`src/rtl/sr_cmd_gen.sv`:
```
// sr_cmd_gen: cleans a raw bouncing level and turns every accepted
// transition into a stretched, mutually exclusive S/R command pair for
// the downstream pulse-triggered SR latch. Also exports the debounced
// level, single-cycle rise/fall strobes and a busy flag.
module sr_cmd_gen #(
  parameter int CNT_W     = 4,
  parameter int DEBOUNCE  = 8,
  parameter int PULSE_LEN = 2
) (
  input  logic clk,
  input  logic reset,
  input  logic din,
  output logic S,
  output logic R,
  output logic level,
  output logic rise,
  output logic fall,
  output logic busy
);

  localparam logic [CNT_W-1:0] DEB_LAST = CNT_W'(DEBOUNCE - 1);
  localparam logic [3:0]       PLEN     = 4'(PULSE_LEN);

  logic             r_s1;
  logic             r_s2;
  logic             r_level;
  logic [CNT_W-1:0] r_cnt;
  logic [3:0]       r_stretch;
  logic             r_rise;
  logic             r_fall;
  logic             r_s;
  logic             r_r;
  logic             r_busy;

  logic             w_mismatch;
  logic             w_accept;
  logic [CNT_W-1:0] w_cntNext;
  logic [3:0]       w_stretchNext;
  logic             w_sNext;
  logic             w_rNext;

  // Next-state decode: debounce count, stretch count and S/R, where a newly
  // accepted edge always overrides any stretch still in progress.
  always_comb begin
    w_mismatch    = r_s2 ^ r_level;
    w_accept      = w_mismatch && (r_cnt == DEB_LAST);
    w_cntNext     = '0;
    w_stretchNext = '0;
    w_sNext       = 1'b0;
    w_rNext       = 1'b0;
    if (w_mismatch && !w_accept) begin
      w_cntNext = r_cnt + 1'b1;
    end
    if (w_accept) begin
      w_stretchNext = PLEN;
      w_sNext       = r_s2;
      w_rNext       = ~r_s2;
    end else if (r_stretch != 4'd0) begin
      w_stretchNext = r_stretch - 4'd1;
      w_sNext       = (w_stretchNext != 4'd0) && r_s;
      w_rNext       = (w_stretchNext != 4'd0) && r_r;
    end
  end

  // Two-flop synchronizer for the asynchronous raw input.
  always_ff @(posedge clk) begin
    if (reset) begin
      r_s1 <= 1'b0;
      r_s2 <= 1'b0;
    end else begin
      r_s1 <= din;
      r_s2 <= r_s1;
    end
  end

  // Debounced level, edge strobes, counters, S/R commands and busy flag.
  always_ff @(posedge clk) begin
    if (reset) begin
      r_level   <= 1'b0;
      r_cnt     <= '0;
      r_stretch <= '0;
      r_rise    <= 1'b0;
      r_fall    <= 1'b0;
      r_s       <= 1'b0;
      r_r       <= 1'b0;
      r_busy    <= 1'b0;
    end else begin
      if (w_accept) begin
        r_level <= r_s2;
      end
      r_cnt     <= w_cntNext;
      r_stretch <= w_stretchNext;
      r_rise    <= w_accept && r_s2;
      r_fall    <= w_accept && !r_s2;
      r_s       <= w_sNext;
      r_r       <= w_rNext;
      r_busy    <= (w_cntNext != '0) || (w_stretchNext != 4'd0);
    end
  end

  assign S     = r_s;
  assign R     = r_r;
  assign level = r_level;
  assign rise  = r_rise;
  assign fall  = r_fall;
  assign busy  = r_busy;

endmodule

```
`config.mk`:
```
export PLATFORM = sky130hd
export DESIGN_NAME = sr_cmd_gen
export DESIGN_NICKNAME = d
export VERILOG_FILES = /design/src/rtl/sr_cmd_gen.sv
export SDC_FILE = /design/constraint.sdc
export NUM_CORES = 1
export LEC_CHECK = 0
export CORE_AREA = 2 2 39 41
export DETAILED_ROUTE_END_ITERATION = 10
export DIE_AREA = 0 0 41 43
export PLACE_DENSITY = 0.69
export SLEW_MARGIN = 20
export SYNTH_ARGS = -nofsm -noshare
export SYNTH_HDL_FRONTEND = slang
export SYNTH_SLANG_ARGS = --single-unit
export TNS_END_PERCENT = 20
```
`constraint.sdc`:
```
create_clock -name clk -period 1.3 [get_ports clk]
set_input_delay 0.39 -clock clk [delete_from_list [all_inputs] [get_ports clk]]
set_output_delay 0.39 -clock clk [all_outputs]
set_load 0.03 [all_outputs]
```
==> flow_summary_export.csv <==
group,metric,value,unit
place,dp_slack,0.02260,ns
synthesis,synth_edf_count,0,
clock_tree,cts_setup_buffers,0,
finish,syn2layout_area_growth,22.48,%
floorplan,rows,14,
timing,min_period,1.237,ns
pwr,power_frac_comb,0.038,
synthesis,synth_top_area_share,0.4961,
finish,insertedDiodeCount,0,
floorplan,die_x,41,um
status,status,"complete, no violations",
worst_setup_path,rrSetupSlack,0.13,ns
global_routing,grt_max_degree,10,
timing,slew_headroom,0.7983,
timing,drv_slew,0,
worst_setup_path,path_class,"flip-flop to output port",
synthesis,synthTopCellsByArea,"dfxtp_1, nor2_1, nor3_1",
finish,fin_util,0.5714,
worst_setup_path,critical-path-top-delay-family,"flip-flops",
synthesis,synthesis.area,645.6,um2
pwr,power_density,1088,mW/mm2
clock_tree,path_clk_slew,0.09,ns
job,maxCapViolCount,0,
pwr,p_sw_frac,0.2091,
synthesis,async_flop_share,0,
worst_setup_path,cp.arrival,0.85,ns
synthesis,ys_ff_latch,16,
worst_hold_path,hp-class,"flip-flop to flip-flop",
global_routing,antenna_found_initial,0,
synthesis,yosys_warnings,0,
worst_setup_path,crit_buf_inv,1,
worst_setup_path,path_cells,"buf_4",
detailed_routing,ant_nets,0,
floorplan,start_util,0.4665,
global_routing,grt_usage,0.1574,
synthesis,synth_top_family_by_area,"simple AND/OR/NAND/NOR gates",
timing,final-hold-violation-count,0,
detailed_routing,wire_per_inst,11.56,um
detailed_routing,vias,488,
timing,fin_crit_sh,0.9515,
synthesis,synth_compound_area_frac,0.1395,
synthesis,ys_seq_area_frac,0.4961,
detailed_routing,drt-total-wl,1.098,mm
detailed_routing,drcViolationCount,0,
synthesis,yosys.area_share.simple,0.2442,
timing,tns,0,ns
synthesis,synth_cells,65,
clock_tree,cts_tree,"yes",
synthesis,synth_fa_ha_area_frac,0.01938,
floorplan,coreArea,0.001384,mm2
floorplan,die_area,0.001763,mm2
place,gp_congestion,0.7242,
worst_setup_path,required,0.91,ns
worst_setup_path,path_depth,1,
timing,setup_slack,0.06310,ns
worst_setup_path,cpPeakStageDelay,0.39,ns
floorplan,die_h,43,um
pwr,p_switching,0.1799,mW
synthesis,synth.avg_cell_area,9.933,um2
finish,drive_gt1_frac,0.2658,
worst_setup_path,cpMaxStageDelayCell,"dfxtp_4",
synthesis,synth_mux_area_frac,0.01550,
timing,rsz0062_at_grt,"no",
pwr,peakVddDrop,0.7363,mV
pwr,p_total,0.8606,mW
clock_tree,clock_path_buffers,2,
synthesis,synth_most_common_cell,"dfxtp_1",
pwr,seqPwrFrac,0.577,
timing,tightest_slew,0.3021,ns
worst_setup_path,cp-end-kind,"output port",
synthesis,synth_cell_types,32,
clock_tree,cts.sink_count,16,
detailed_routing,drtIter0Drc,13,
clock_tree,clk_latency,0.29,ns
synthesis,synth-xor-area-share,0.06589,
synthesis,synthFlopType,"dfxtp_1",
global_routing,overflow,0,
timing,setup_violations,0,
global_routing,grt_first_pass_wirelength,1.800,mm
floorplan,ios,9,
pwr,intPower,0.6807,mW
finish,fillCellCount,124,
timing,fmax,0.8085,GHz
detailed_routing,via_per_inst,5.137,
clock_tree,holdBufCountCts,0,
pwr,clkPwrFrac,0.385,
worst_hold_path,holdPathStages,1,
finish,layout.nets,84,
worst_setup_path,critPathLaunchType,"flip-flop",
pwr,p_leak,0.3250,nW
synthesis,synth_area_leader_cell,"dfxtp_1",
clock_tree,cts_buffers,3,
place,dp_hpwl,811.7,um
synthesis,syn_nets,69,
detailed_routing,dr.pass1.iters,2,
clock_tree,root_buffer,"clkbuf_4",
clock_tree,h-tree-depth,1,
timing,skew,0.002501,ns
worst_setup_path,reg2reg_depth,4,
place,io_buffers,8,
worst_setup_path,worstPathMaxFanout,6,
global_routing,grt_pass1_vias,446,
synthesis,synthTopCellsByCount,"dfxtp_1, nor2_1, nor3_1, a21oi_1, nand2_1",
## repair_timing
item / in CTS / in global routing
endpoints found under the hold margin: 0 / 0
setup endpoints to repair: 1 / 3
resized for setup: 1 / 2
## stage by stage
| step | instances | hold WS (ns) | area (um2) |
|---|---|---|---|
| 6_report | 95 | 0.4482 | 790.8 |
| 5_1_grt | 95 | 0.4852 | 790.8 |
| 4_1_cts | 95 | 0.4508 | 785.8 |
| 3_5_place_dp | 91 | 0.4281 | 748.2 |
| 3_3_place_gp | 91 | 0.4225 | 748.2 |
| 2_1_floorplan | 65 | 0.4138 | 645.6 |
## path summary, 6_finish.rpt
check / from / end
max reg2reg: r_cnt[1]$_SDFF_PP0_ / busy$_SDFF_PP0_
min reg2reg: r_s1$_SDFF_PP0_ / r_s2$_SDFF_PP0_
min: r_s1$_SDFF_PP0_ / r_s2$_SDFF_PP0_
max: level$_SDFFE_PP0N_ / level
## state kept, by name (all words and copies together) (netlist names)
register   flops
R              1
S              1
busy           1
fall           1
level          1
r_cnt          4
r_s1           1
r_s2           1
r_stretch      4
rise           1
## layout make-up
cell class / instances / area (um2) / area share
Clock buffer: 4 / 36.28 / 0.04589
Timing Repair Buffer: 11 / 87.58 / 0.1108
Multi-Input combinational cell: 46 / 315.3 / 0.3987
Inverter: 2 / 7.507 / 0.009494
Tap cell: 16 / 20.02 / 0.02532
Sequential cell: 16 / 324.1 / 0.4098
## per-layer routing
layer	up-vias	wire, um	track usage	share of wire
li1	262	-	-	-
met1	215	561	0.2000	0.51
met2	6	461	0.2031	0.42
met3	5	26	0.03141	0.024
met4	0	49	0.1600	0.045
met5	-	0	0	0
## placed cells by master (no fill, tap or decap), drive strengths merged
master	Yosys	routed
dfxtp	16	16
and3	2	2
nand3b	2	2
xnor2	2	2
nand2	3	3
xor2	2	2
nor3	5	5
nor2	7	7
buf	1	9
nand2b	1	1
inv	2	2
and4	1	1
a21oi	3	3
o2111ai	1	1
nand3	2	2
o21a	1	1
mux2i	1	1
clkdlybuf4s50	0	2
clkbuf	0	4
and4bb	1	1
o31a	1	1
nor2b	2	2
o21ai	4	4
ha	1	1
nand4b	1	1
o31ai	2	2
a31oi	1	1
## power groups by stage
stage	Combinational (mW)	Clock [mW]	Sequential, mW
floorplan	0.0157	0	0.509
global placement	0.0327	0	0.510
detailed placement	0.0334	0	0.510
CTS	0.0334	0.341	0.499
global route	0.0359	0.355	0.498
finish	0.0330	0.331	0.496
## cell families (layout without fill, tap and decap cells)
group,count (synthesis),count (layout)
xor gates and xnor gates,4,4
AOI/OAI and AO/OA,13,13
DFF,16,16
muxes,1,1
and+or+nand+nor,27,27
buffers and inverters,3,17
adders and majority gates,1,1
Note: power is estimated with default switching activity, not from simulation.
